### src/rtl/if_fetch_unit_pkg.sv
// Shared definitions for the instruction-fetch unit: FSM state encoding,
// default reset PC, NOP word, PC increment and address-alignment helpers.
// Optional build macro: IF_FETCH_ALIGN_CHECK_EN (adds the S_FAULT state).
package if_fetch_unit_pkg;

`ifdef IF_FETCH_ALIGN_CHECK_EN
  typedef enum logic [2:0] {
    S_RESET = 3'd0,
    S_ISSUE = 3'd1,
    S_WAIT  = 3'd2,
    S_FULL  = 3'd3,
    S_FAULT = 3'd4
  } fetch_state_t;
`else
  typedef enum logic [1:0] {
    S_RESET = 2'd0,
    S_ISSUE = 2'd1,
    S_WAIT  = 2'd2,
    S_FULL  = 2'd3
  } fetch_state_t;
`endif

  localparam logic [31:0] DEFAULT_RESET_PC = 32'h0000_0000;
  localparam logic [31:0] DEFAULT_NOP      = 32'h0000_0000;
  localparam logic [31:0] PC_INCR          = 32'd4;

  // Force a byte address onto a word boundary.
  function automatic logic [31:0] align_pc(input logic [31:0] addr);
    return {addr[31:2], 2'b00};
  endfunction

  // True when a byte address is not word aligned.
  function automatic logic is_misaligned(input logic [31:0] addr);
    return (addr[1:0] != 2'b00);
  endfunction

endpackage

### src/rtl/if_pc_reg.sv
// Program-counter register for the fetch unit.
// Update priority: reset > load (redirect) > increment > hold.
module if_pc_reg
  import if_fetch_unit_pkg::*;
#(
  parameter logic [31:0] RESET_PC = DEFAULT_RESET_PC
) (
  input  logic        clk,
  input  logic        rst,
  input  logic        load,
  input  logic [31:0] load_pc,
  input  logic        incr,
  output logic [31:0] pc
);

  // PC update with reset/redirect/increment priority; wraps modulo 2^32.
  always_ff @(posedge clk) begin
    if (rst) begin
      pc <= RESET_PC;
    end else if (load) begin
      pc <= load_pc;
    end else if (incr) begin
      pc <= pc + PC_INCR;
    end else begin
      pc <= pc;
    end
  end

endmodule

### src/rtl/if_fetch_unit.sv
// Instruction-fetch producer: owns the PC, issues one outstanding request
// at a time to instruction memory and presents instruction / PC / PC+4 to
// the IF/ID register with a valid (fetch_valid) / ready (~stall_in) pair.
// Optional build macro: IF_FETCH_ALIGN_CHECK_EN adds fetch_misalign and a
// fault state entered on a misaligned redirect target.
module if_fetch_unit
  import if_fetch_unit_pkg::*;
#(
  parameter logic [31:0] RESET_PC  = DEFAULT_RESET_PC,
  parameter logic [31:0] NOP_INSTR = DEFAULT_NOP
) (
  input  logic        clk,
  input  logic        rst,
  input  logic        stall_in,
  input  logic        redirect_valid,
  input  logic [31:0] redirect_pc,
  output logic        imem_req,
  output logic [31:0] imem_addr,
  input  logic        imem_rvalid,
  input  logic [31:0] imem_rdata,
  output logic        fetch_valid,
  output logic [31:0] instruction_out,
  output logic [31:0] pc_now_out,
  output logic [31:0] pc_next4_out
`ifdef IF_FETCH_ALIGN_CHECK_EN
  ,
  output logic        fetch_misalign
`endif
);

  fetch_state_t state;
  logic         kill;     // the outstanding response belongs to a dead path
  logic [31:0]  pc;
  logic [31:0]  load_pc;
  logic         pc_incr;

`ifdef IF_FETCH_ALIGN_CHECK_EN
  logic redirect_bad;
  // A misaligned target is kept as-is so it can be inspected after the fault.
  assign load_pc      = redirect_pc;
  assign redirect_bad = redirect_valid & is_misaligned(redirect_pc);
`else
  assign load_pc = align_pc(redirect_pc);
`endif

  // PC advances only when a live response is captured into the output regs.
  always_comb begin
    pc_incr = 1'b0;
    if ((state == S_WAIT) && imem_rvalid && !kill && !redirect_valid) begin
      pc_incr = 1'b1;
    end else begin
      pc_incr = 1'b0;
    end
  end

  if_pc_reg #(
    .RESET_PC(RESET_PC)
  ) u_pc_reg (
    .clk     (clk),
    .rst     (rst),
    .load    (redirect_valid),
    .load_pc (load_pc),
    .incr    (pc_incr),
    .pc      (pc)
  );

  // The request address is the PC register itself, so it is stable for the
  // whole issue cycle even when a redirect lands in that same cycle.
  assign imem_addr = pc;

  // Fetch FSM and all registered handshake/data outputs.
  always_ff @(posedge clk) begin
    if (rst) begin
      state           <= S_RESET;
      kill            <= 1'b0;
      fetch_valid     <= 1'b0;
      instruction_out <= NOP_INSTR;
      pc_now_out      <= 32'h0000_0000;
      pc_next4_out    <= 32'h0000_0000;
      imem_req        <= 1'b0;
`ifdef IF_FETCH_ALIGN_CHECK_EN
      fetch_misalign  <= 1'b0;
`endif
    end else begin
      // imem_req is a one-cycle strobe raised only on entry to S_ISSUE.
      imem_req <= 1'b0;
      case (state)
        S_RESET: begin
`ifdef IF_FETCH_ALIGN_CHECK_EN
          if (redirect_bad) begin
            state          <= S_FAULT;
            fetch_misalign <= 1'b1;
          end else
`endif
          begin
            state    <= S_ISSUE;
            imem_req <= 1'b1;
          end
        end

        S_ISSUE: begin
          // The request leaves this cycle regardless; a redirect kills it.
          if (redirect_valid) begin
            kill <= 1'b1;
          end else begin
            kill <= kill;
          end
`ifdef IF_FETCH_ALIGN_CHECK_EN
          if (redirect_bad) begin
            state          <= S_FAULT;
            fetch_misalign <= 1'b1;
          end else
`endif
          begin
            state <= S_WAIT;
          end
        end

        S_WAIT: begin
          if (imem_rvalid) begin
            kill <= 1'b0;
`ifdef IF_FETCH_ALIGN_CHECK_EN
            if (redirect_bad) begin
              state          <= S_FAULT;
              fetch_misalign <= 1'b1;
            end else
`endif
            if (kill || redirect_valid) begin
              // Stale path: drop the data and fetch from the (new) PC.
              state    <= S_ISSUE;
              imem_req <= 1'b1;
            end else begin
              instruction_out <= imem_rdata;
              pc_now_out      <= pc;
              pc_next4_out    <= pc + PC_INCR;
              fetch_valid     <= 1'b1;
              state           <= S_FULL;
            end
          end else if (redirect_valid) begin
            kill <= 1'b1;
`ifdef IF_FETCH_ALIGN_CHECK_EN
            if (redirect_bad) begin
              state          <= S_FAULT;
              fetch_misalign <= 1'b1;
            end else
`endif
            begin
              state <= S_WAIT;
            end
          end else begin
            state <= S_WAIT;
          end
        end

        S_FULL: begin
          if (redirect_valid) begin
            // Flush wins over stall: the held instruction is on a dead path.
            fetch_valid     <= 1'b0;
            instruction_out <= NOP_INSTR;
`ifdef IF_FETCH_ALIGN_CHECK_EN
            if (redirect_bad) begin
              state          <= S_FAULT;
              fetch_misalign <= 1'b1;
            end else
`endif
            begin
              state    <= S_ISSUE;
              imem_req <= 1'b1;
            end
          end else if (!stall_in) begin
            fetch_valid     <= 1'b0;
            instruction_out <= NOP_INSTR;
            state           <= S_ISSUE;
            imem_req        <= 1'b1;
          end else begin
            state <= S_FULL;
          end
        end

`ifdef IF_FETCH_ALIGN_CHECK_EN
        S_FAULT: begin
          // A response still in flight is drained here and never delivered.
          if (imem_rvalid) begin
            kill <= 1'b0;
          end else begin
            kill <= kill;
          end
          if (redirect_valid && !redirect_bad) begin
            fetch_misalign <= 1'b0;
            if (kill && !imem_rvalid) begin
              // Let S_WAIT swallow the outstanding response first.
              state <= S_WAIT;
            end else begin
              state    <= S_ISSUE;
              imem_req <= 1'b1;
            end
          end else begin
            state <= S_FAULT;
          end
        end
`endif

        default: begin
          state       <= S_RESET;
          kill        <= 1'b0;
          fetch_valid <= 1'b0;
        end
      endcase
    end
  end

endmodule

### config.mk
export PLATFORM = sky130hd
export DESIGN_NAME = if_fetch_unit
export DESIGN_NICKNAME = d
export VERILOG_FILES = /design/src/rtl/if_fetch_unit_pkg.sv /design/src/rtl/if_pc_reg.sv /design/src/rtl/if_fetch_unit.sv
export SDC_FILE = /design/constraint.sdc
export NUM_CORES = 1
export LEC_CHECK = 0
export BUFFER_PORTS_ARGS = -buffer_cell sky130_fd_sc_hd__buf_2
export CAP_MARGIN = 10
export CORE_MARGIN = 2
export CORE_UTILIZATION = 45
export CTS_CLUSTER_DIAMETER = 200
export DETAILED_ROUTE_END_ITERATION = 10
export PLACE_DENSITY = 0.85
export SETUP_SLACK_MARGIN = 0.5
export SLEW_MARGIN = 20
export SYNTH_ARGS = -nofsm -noshare
export SYNTH_HDL_FRONTEND = slang
export SYNTH_SLANG_ARGS = --single-unit
### constraint.sdc
create_clock -name clk -period 2.24 [get_ports clk]
set_input_delay 0.112 -clock clk [delete_from_list [all_inputs] [get_ports clk]]
set_output_delay 0.112 -clock clk [all_outputs]
set_load 0.1 [all_outputs]
# Yosys cells after proc, flatten, opt, wreduce, memory -nomap -nowiden

Index checks and enable logic that the tools add are counted.
W data, S select, Z words.

Output and inout port bits: 130
Bits of input ports: 69
Logic and storage cells: 56
Flip-flop bits (word level): 133

Add/sub/neg operators: 1
Bitwise logic cells: 1
Reduce and logical (&&, ||, !) cells: 13
Mux-type cells: 26
Eq/ne operators: 6

Operator list:

| operator                | number |
|---|---|
| $mux W32                | 6 |
| $pmux W32 S2            | 1 |
| $add A32 B3 Y32 const B | 1 |
| $mux W1                 | 11 |
| $mux W2                 | 4 |
| $pmux W2 S4             | 1 |
| $reduce_bool A2 Y1      | 3 |
| $eq A2 B2 Y1 const B    | 2 |
| $ne A2 B2 Y1 const B    | 2 |
| $pmux W1 S2             | 2 |
| $reduce_and A4 Y1       | 1 |
| $logic_and A1 B1 Y1     | 3 |
| $ne A3 B3 Y1 const B    | 1 |
| $pmux W1 S3             | 1 |
| $reduce_and A3 Y1       | 1 |
| $eq A2 B1 Y1 const B    | 1 |
| $logic_not A1 Y1        | 2 |
| $logic_not A2 Y1        | 1 |
| $reduce_or A2 Y1        | 1 |
| $logic_or A1 B1 Y1      | 1 |
| $not A1 Y1              | 1 |

# Logic depth before layout (Yosys ltp)

Gate-level depths: netlist (run 1).

Depth after elaboration: 7
Gate-level depth with buffers: 9
Gate-level depth less buffers: 7

# Modules after synthesis

Synthesis (run 1) repeated with hierarchy kept, for this count alone.

Cells, all modules: 753
Area total of the unflattened synthesis: 6112.1 um^2

Modules (own cells, without submodules):

| module        | cells each | sequential area each (um^2) | area an instance (um^2) | times used |
|---|---|---|---|---|
| if_fetch_unit | 519        | 1981.9                      | 4219.0                  | 1 |
| if_pc_reg     | 234        | 640.6                       | 1893.1                  | 1 |

# Worst setup path after synthesis (run 1)

Ideal clock, no wire load.

Kind: reg2reg
Start point: register u_pc_reg.pc[2]
End point: register u_pc_reg.pc[28]
Data required time: 2.108 ns
Cell stages (with the launch flop): 8
Data arrival time: 2.753 ns
Buffers on the path: 1
Period minus slack after synthesis: 2.886 ns
Path slack: -0.646 ns
Library setup time: 0.132 ns
Cells stage by stage: dfxtp_1 -> ha_1 -> nand3_1 -> or4_1 -> clkbuf_1 -> o31a_1 -> o21ai_0 -> a21oi_1

Cells in the longest elaborated chain, start to end: 3

RTL lines:

| what                   | RTL line        | source |
|---|---|---|
| start, declared        | if_pc_reg.sv:13 | `output logic [31:0] pc` |
| start signal, assigned | if_pc_reg.sv:21 | `pc <= load_pc;` |
| start signal, assigned | if_pc_reg.sv:23 | `pc <= pc + PC_INCR;` |
| start signal, assigned | if_pc_reg.sv:25 | `pc <= pc;` |
| $add A32 B3 Y32        | if_pc_reg.sv:23 |  |
| $mux W32               | if_pc_reg.sv:22 | `end else if (incr) begin` |
| $mux W32               | if_pc_reg.sv:20 | `end else if (load) begin` |

Every way passes these cells. The select of a mux whose other input is x is not followed.
A chain may end at the register's enable or synchronous reset.

# Final worst setup path (run 1)

Start point: register u_pc_reg.pc[2]
End point: register u_pc_reg.pc[27]

The elaborated chain is that of the path after synthesis.

==> qor.yml, run 1 <==
status: "finished clean"
power-per-cell-area_nw_per_um2: 766
first_global_vias: 5483
cp_slowest_cell: "or4_4"
design.portCount: 199
synth_warnings: 0
finalMaxSlewViolations: 0
route.detailed.wl_per_inst_um: 17.4
tritoncts_num_sinks: 127
finalSetupTns_ns: 0
chipHeight_um: 116
area_growth_syn_to_layout_pct: 51.4
hold_path_class: "in2reg"
multi_input_area_sq_um: 3200
setup-violations-final: 0
globalRouteOverflowTotal: 0
cts_clk_pin_slew_worst_paths_ns: 0.05
critical_path_required_ns: 2.54
timing.setup.critical_path_class: "reg2reg"
detailedRoute.firstPassIterationCount: 5
cap_violations: 0
dr.first_iter.drc_count: 437
final-seq-area_sq_um: 2620
rsz_0062_raised_after_global_routing: "yes"
cts_tree: "yes"
clk-insertion-delay-late_ns: 0.42
grt_start_max_net_pins: 63
crit_chain: "nand4_4 > or4_4 > o31a_2 > o21ai_2 > a21oi_1"
layout_commonest_cell: "buf_2"
synth_cell_types: 48
drive_gt1_frac: 0.410
synth_enable_flop_cells: 0
hpwl_dp_um: 10600
final_hold_viol_count: 0
cpLargestDelayFamily: "simple AND/OR/NAND/NOR gates"
grt_antenna_before_repair: 0
grt_pass1_wl_um: 27300
worst_ir_drop_vdd_mv: 0.521
post_layout_nonfiller_instances: 1127
fillerInstances: 961
drc_errors: 0
timing.critical_path.arrival_ns: 2.13
synth.cell_area_sq_um: 5690
p_leak_nw: 3.68
synth_top_flop_cell: "dfxtp_1"
tightest_slew_ns: 0.633
timing.slew.headroom: 0.578
crit_fanout: 5
antenna_cells_inserted: 0
final_design_area_no_fill_sq_um: 8620
slowest_delay_ns: 0.61
start_kind: "flop"
starting_density_of_the_core: 0.457
finalWeightedCongestion: 0.843
cts-root-to-sink-buffers: 2
die_area_sq_um: 13600
fin_hold_ws_ns: 0.0214
placed_cells_incl_taps: 1022
fmax_mhz: 547
mostFrequentLayoutCells: "buf_2 (189), nand2_1 (103), dfxtp_1 (99), a21oi_1 (96), nor2_1 (82)"
cts_made_buffers: 17
buffer_ports.inserted: 190
clock_tree.htree_level_count: 4
synth.avg_cell_area_sq_um: 8.06
share_of_async_settable_or_async_resettable_flops_after_synthesis: 0
post-route-min-period_ns: 1.83
end_kind: "flop"
power.total_mw: 6.60
post_route_clock_skew_ns: 0.00545
dr_total_vias: 6111
placement_rows: 41
placed_cell_area_sq_um: 6860
critical_path_buf_inv_count: 0
gr-usage-all-layers: 0.261
synthesis.instances: 706
die-width_um: 116
layout.nets: 1015
drt.antenna.violating_nets: 0
ctsRootBufferMaster: "clkbuf_16"
drt-total-wl_um: 19600
final.period_utilization: 0.817
vias_per_cell: 5.42
ys_seq_elements: 127
coreArea_sq_um: 12500
synth-seq-area-share: 0.447
synthesized netlist by cell type, types with 8 or more instances:
| cell | n | area share |
|---|---|---|
| nor2_1 | 86 | 0.057 |
| nand3_1 | 12 | 0.011 |
| nor3_1 | 8 | 0.0070 |
| dfxtp_1 | 127 | 0.45 |
| xnor2_1 | 26 | 0.040 |
| nand2_1 | 105 | 0.069 |
| xor2_1 | 13 | 0.020 |
| a21oi_1 | 101 | 0.089 |
| o21a_1 | 8 | 0.011 |
| buf_4 | 8 | 0.011 |
| nor4_1 | 10 | 0.011 |
| a211oi_1 | 20 | 0.026 |
| clkbuf_1 | 48 | 0.032 |
| nand4_1 | 8 | 0.0088 |
| o21ai_0 | 16 | 0.014 |
| inv_1 | 12 | 0.0079 |
| nor3b_1 | 32 | 0.042 |
power breakdown:
part           switching [mW]  total (mW)  internal [mW]
registers               0.101        2.44           2.34
logic                   0.976        1.35          0.369
clock network           0.994        2.81           1.82
total                    2.07        6.60           4.53
timing repair:
item                                    4_1_cts  5_1_grt
setup buffers                                31       12
cloned                                        4        8
endpoints found under the setup margin      104       98
hold buffers                                 18        0
endpoints found under the hold margin        18        0
pin swaps                                    16       17
gates resized for setup                      34       50
tightest hold or removal path, cell delays in order:
cell     delay (ns)
buf_2          0.10
inv_1          0.04
a21oi_1        0.05
o21a_1         0.09
per-layer routing:
layer / part of all wire / up-vias / track usage
met1: 0.40 / 2846 / 0.317
met4: 0.037 / 0 / 0.127
met5: 0 / - / 0
met2: 0.49 / 316 / 0.424
met3: 0.080 / 71 / 0.0763
li1: - / 2878 / -
worst paths after layout:
check / start / end / slack, ns / cells after the start
worst max-delay path: u_pc_reg.pc[2] / u_pc_reg.pc[27] / 0.41 / 5
worst min-delay path: redirect_pc[25] / u_pc_reg.pc[25] / 0.02 / 4
worst max register to register: u_pc_reg.pc[2] / u_pc_reg.pc[27] / 0.41 / 5
worst min register to register: pc_now_out[26] / pc_now_out[26] / 0.45 / 2
sequential cells by signal, summed over array words and instances, names as in the netlist:
register and count:
pc_now_out 30, pc_next4_out 30, instruction_out 32, imem_req 1, state 2, fetch_valid 1, kill 1, u_pc_reg.pc 30
layout make-up:
type / count / share of cell area
tap: 172 / 0.0250
sequential: 127 / 0.304
timing repair buffer: 280 / 0.224
multi-input combinational: 504 / 0.371
clock inverter: 10 / 0.0120
inverter: 12 / 0.00522
clock buffer: 22 / 0.0588
metrics by stage:
stage,worst slack [ns],utilization
2_1_floorplan,0.0655,-
3_3_place_gp,0.242,0.550
3_5_place_dp,0.204,0.550
4_1_cts,0.437,0.653
5_1_grt,0.356,0.692
6_report,0.411,0.692
cells by family (layout without fill, tap and decap cells):
group / Yosys count / after routing / share of synthesized area
compound gates: 162 / 162 / 0.164
xor+xnor: 39 / 39 / 0.0600
fa+ha+maj: 4 / 4 / 0.00879
buf+inv: 82 / 324 / 0.0690
flops: 127 / 127 / 0.447
mux: 3 / 3 / 0.00527
other cells: 1 / 6 / 0.000659
simple gates: 288 / 290 / 0.246
No activity file was read; power rests on OpenSTA's default activity.
==> run 2: changes to the inputs <==
Settings changed: ABC_AREA set to 1.
Clock period 2.24 ns to 1.48 ns, I/O delays scaled along.
==> run 2 against run 1 <==
Compared with the run above:
- the flow now stops in global routing (5_1_grt)
- synthesized area decreased by 1.8%
- synthesized cell count rose by 13%
==> qor.yml, run 2 <==
synth_fa_ha_area_frac: 0.00895  # +0.000163
synth_top_flop_cell: "dfxtp_1"
design.portCount: 199  # unchanged
synthesis.instances: 797  # +13%
synth_enable_flop_cells: 0  # unchanged
yosysTopAreaCellShare: 0.455  # +0.00830
synth.cell_area_sq_um: 5590  # -1.8%
grt_start_max_net_pins: 49
crit_endpoint: "instruction_out[27]$_SDFFE_PP0P_/D"
status: "stopped before the end"
synth.largest_area_cell: "dfxtp_1"
ctsRootBufferMaster: "clkbuf_16"
cts_made_buffers: 17  # unchanged
chipHeight_um: 115  # -0.88%
finalWeightedCongestion: 0.915  # +8.6%
placement_rows: 40  # -2.4%
synth.avg_cell_area_sq_um: 7.01  # -13%
cts-root-to-sink-buffers: 2  # unchanged
synth.top_cells.by_count: "nand2_1 (233), dfxtp_1 (127), a21oi_1 (102)"
tritoncts_num_sinks: 127  # unchanged
share_of_async_settable_or_async_resettable_flops_after_synthesis: 0  # unchanged
synth_cell_types: 34  # -29%
synth_top_family_by_area: "simple AND/OR/NAND/NOR gates"
stop_stage: "global routing (5_1_grt)"
starting_density_of_the_core: 0.463  # +0.00669
worstEpCategory: "sequential cell input"
synth_most_common_cell: "nand2_1"
die-width_um: 115  # -0.88%
synth_warnings: 0  # unchanged
synth-seq-area-share: 0.455  # +0.00830
hpwl_dp_um: 12500  # +18%
synth_top_cells_by_area: "dfxtp_1 (45%), nand2_1 (16%), a21oi_1 (9.1%)"
synth-compound-area-share: 0.160  # -0.00368
buffer_ports.inserted: 190  # unchanged
fraction_of_the_mapped_netlist_area_in_simple_logic_gates: 0.281  # +0.0343
yosys.area_share.xor_xnor: 0.00627  # -0.0537
post_synth_mux_area_share: 0  # -0.00527
clock_tree.htree_level_count: 4  # unchanged
tool.error: "[ERROR DPL-0038] Utilization greater than 100%, impossible to legalize"
ys_seq_elements: 127  # unchanged
## run 2: cell types whose count changed after synthesis, moves of 23 or more
cell,change
nand2_1,+128
inv_1,+55
o21ai_0,+40
nand3_1,+32
nor3b_1,-32
clkbuf_1,-30
xnor2_1,-23
## run 2: cell families after synthesis
kind of cell,Yosys count
buffers and inverters,116
xor gates and xnor gates,4
other,1
DFF,127
adders and majority gates,4
and+or+nand+nor,370
AOI/OAI and AO/OA,175
## run 2: repair_timing
item / CTS
resized for setup: 179
endpoints found under the hold margin: 49
endpoints found under the setup margin: 250
hold buffers: 50
setup buffers: 24
pin swaps: 31
cloned: 12
## run 2: per-stage QoR
stage,worst slack (ns),instance area [sq um],std cells,setup TNS [ns],util
after CTS,-0.0643,9360,1267,-1.70,0.776
after detailed placement,-0.0442,7210,1149,-0.909,0.597
after global placement,0.0110,7210,1149,0,0.597
after floorplan,-0.104,5990,802,-1.50,-
==> run 3: changes to the inputs <==
Settings changed: CORE_UTILIZATION 45 to 40, CTS_CLUSTER_DIAMETER 200 to unset, PLACE_DENSITY 0.85 to unset, PLACE_DENSITY_LB_ADDON set to 0.15, SETUP_SLACK_MARGIN 0.5 to unset.
Clock period 1.48 ns to 1.92 ns, I/O delays scaled along.
==> run 3 against run 2 <==
Compared with the run above:
- the run now ends clean
- synthesized cell count unchanged
- synthesized area stayed put
==> qor.yml, run 3 <==
first_global_vias: 5209
cts_tree: "yes"
synth.avg_cell_area_sq_um: 7.01  # unchanged
drc_errors: 0
drive_gt1_frac: 0.272
fmax_mhz: 579
layout.nets: 1092
drt.antenna.violating_nets: 0
rsz_0062_raised_after_global_routing: "no"
synth_top_cells_by_area: "dfxtp_1 (45%), nand2_1 (16%), a21oi_1 (9.1%)"
synth_enable_flop_cells: 0  # unchanged
cts-root-to-sink-buffers: 2  # unchanged
die-width_um: 122  # +5.9%
timing.slew.headroom: 0.647
ctsRootBufferMaster: "clkbuf_16"
synth.top_cells.by_count: "nand2_1 (233), dfxtp_1 (127), a21oi_1 (102)"
starting_density_of_the_core: 0.406  # -0.0576
grt_pass1_wl_um: 26500
cts_made_buffers: 17  # unchanged
ys_seq_elements: 127  # unchanged
crit_chain: "ha_1 > nand2_1 > o21ai_1 > buf_4 > o21ai_0 > inv_1 > a21oi_1"
chipHeight_um: 122  # +5.9%
hold_path_class: "in2reg"
largest_register_ff_count: 32
cts_clk_pin_slew_worst_paths_ns: 0.06
synth_most_common_cell: "nand2_1"
tightest_slew_ns: 0.534
placement_rows: 43  # +7.5%
mostFrequentLayoutCells: "nand2_1 (233), buf_2 (190), dfxtp_1 (103), a21oi_1 (102), inv_1 (67)"
coreArea_sq_um: 13800
synth_cell_types: 34  # unchanged
placed_cells_incl_taps: 1138  # -0.96%
status: "finished clean"
post_route_clock_skew_ns: 0.00844
yosysTopAreaCellShare: 0.455  # unchanged
antenna_cells_inserted: 0
synth.cell_area_sq_um: 5590  # unchanged
tritoncts_num_sinks: 127  # unchanged
finalSetupTns_ns: 0
timing.critical_path.arrival_ns: 2.01
grt_antenna_before_repair: 0
cp_slowest_cell: "dfxtp_1"
fin_hold_ws_ns: 0.0196
hpwl_dp_um: 11700  # -6.5%
clk-insertion-delay-late_ns: 0.42
end_kind: "flop"
share_of_async_settable_or_async_resettable_flops_after_synthesis: 0  # unchanged
largest-register: "instruction_out"
buffer_ports.inserted: 190  # unchanged
globalRouteOverflowTotal: 0
layout_commonest_cell: "nand2_1"
area_growth_syn_to_layout_pct: 38.3
post_layout_nonfiller_instances: 1209
critical_path_required_ns: 2.21
final.period_utilization: 0.899
detailedRoute.firstPassIterationCount: 7
setup-violations-final: 0
vias_per_cell: 4.84
finalWeightedCongestion: 0.842  # -8.0%
slowest_delay_ns: 0.40
gr-usage-all-layers: 0.229
finalMaxSlewViolations: 0
grt_start_max_net_pins: 93
p_leak_nw: 3.49
power.total_mw: 7.89
synth_warnings: 0  # unchanged
die_area_sq_um: 14900
crit_fanout: 19
dr.first_iter.drc_count: 321
route.detailed.wl_per_inst_um: 14.2
synthesis.instances: 797  # unchanged
dr_total_vias: 5855
design.portCount: 199  # unchanged
start_kind: "flop"
post-cts-setup-buffers: 0  # -100%
synth.largest_area_cell: "dfxtp_1"
clock_tree.htree_level_count: 4  # unchanged
synth-seq-area-share: 0.455  # unchanged
drt-total-wl_um: 17200
cap_violations: 0
final_hold_viol_count: 0
worst_ir_drop_vdd_mv: 0.550
synth_top_flop_cell: "dfxtp_1"
power-per-cell-area_nw_per_um2: 1020
layout.core_utilization: 0.561
post-route-min-period_ns: 1.73
timing.setup.critical_path_class: "reg2reg"
==> run 3: cell counts after synthesis <==
No cell type changed its count.
==> run 3: cells by family after synthesis <==
group	count (synthesis)	synth area share
adder cells (fa/ha/maj)	4	0.00895
flip-flops	127	0.455
other	1	0.000671
XOR/XNOR	4	0.00627
buffers and inverters	116	0.0889
AO/OA/AOI/OAI	175	0.160
AND/OR/NAND/NOR	370	0.281
==> run 3: layout make-up <==
cell class	instances	area, sq um
fill	1416	6040
clock buffer	23	488
multi-input combinational	559	2570
clock inverter	6	108
timing repair buffer	241	1490
tap	180	225
inverter	73	279
sequential	127	2570
==> run 3: repair_timing <==
| action | 4_1_cts | 5_1_grt |
|---|---|---|
| endpoints found under the hold margin | 42 | 0 |
| gates resized for setup | 0 | 4 |
| endpoints found under the setup margin | 0 | 34 |
| hold buffers | 42 | 0 |
==> run 3: worst paths after layout <==
| kind | startpoint | end | slack [ns] | cells after the start |
|---|---|---|---|---|
| hold reg to reg | instruction_out[2] | instruction_out[2] | 0.46 | 2 |
| setup reg to reg | state[1] | u_pc_reg.pc[29] | 0.19 | 7 |
| hold / removal | redirect_pc[19] | u_pc_reg.pc[19] | 0.02 | 5 |
| setup / recovery | state[1] | u_pc_reg.pc[29] | 0.19 | 7 |
==> run 3: metrics by stage <==
step | instance area, sq um | worst slack [ns]
after global placement | 6710 | 0.128
final | 7730 | 0.194
after floorplan | 5640 | 0.00985
after global routing | 7730 | 0.0178
after detailed placement | 6710 | 0.0816
after CTS | 7730 | 0.0685
==> run 3: layer usage <==
metal / global-route usage / vias up / part of all wire
li1: - / 2985 / -
met1: 0.297 / 2678 / 0.45
met5: 0 / - / 0
met2: 0.364 / 170 / 0.46
met3: 0.0669 / 22 / 0.066
met4: 0.0797 / 0 / 0.018
==> run 3: worst max-delay path: cells and delay by family (launching register included) <==
kind | cells | cell delay (ns)
AND/OR/NAND/NOR | 1 | 0.12
AO/OA/AOI/OAI | 3 | 0.47
buffers and inverters | 2 | 0.38
flip-flops | 1 | 0.40
adder cells (fa/ha/maj) | 1 | 0.22
==> run 3: report_power, final <==
group          total, mW  internal [mW]  switching, mW
logic               1.71          0.348           1.36
clock network       3.30           2.15           1.14
registers           2.89           2.78          0.108
total               7.89           5.28           2.61
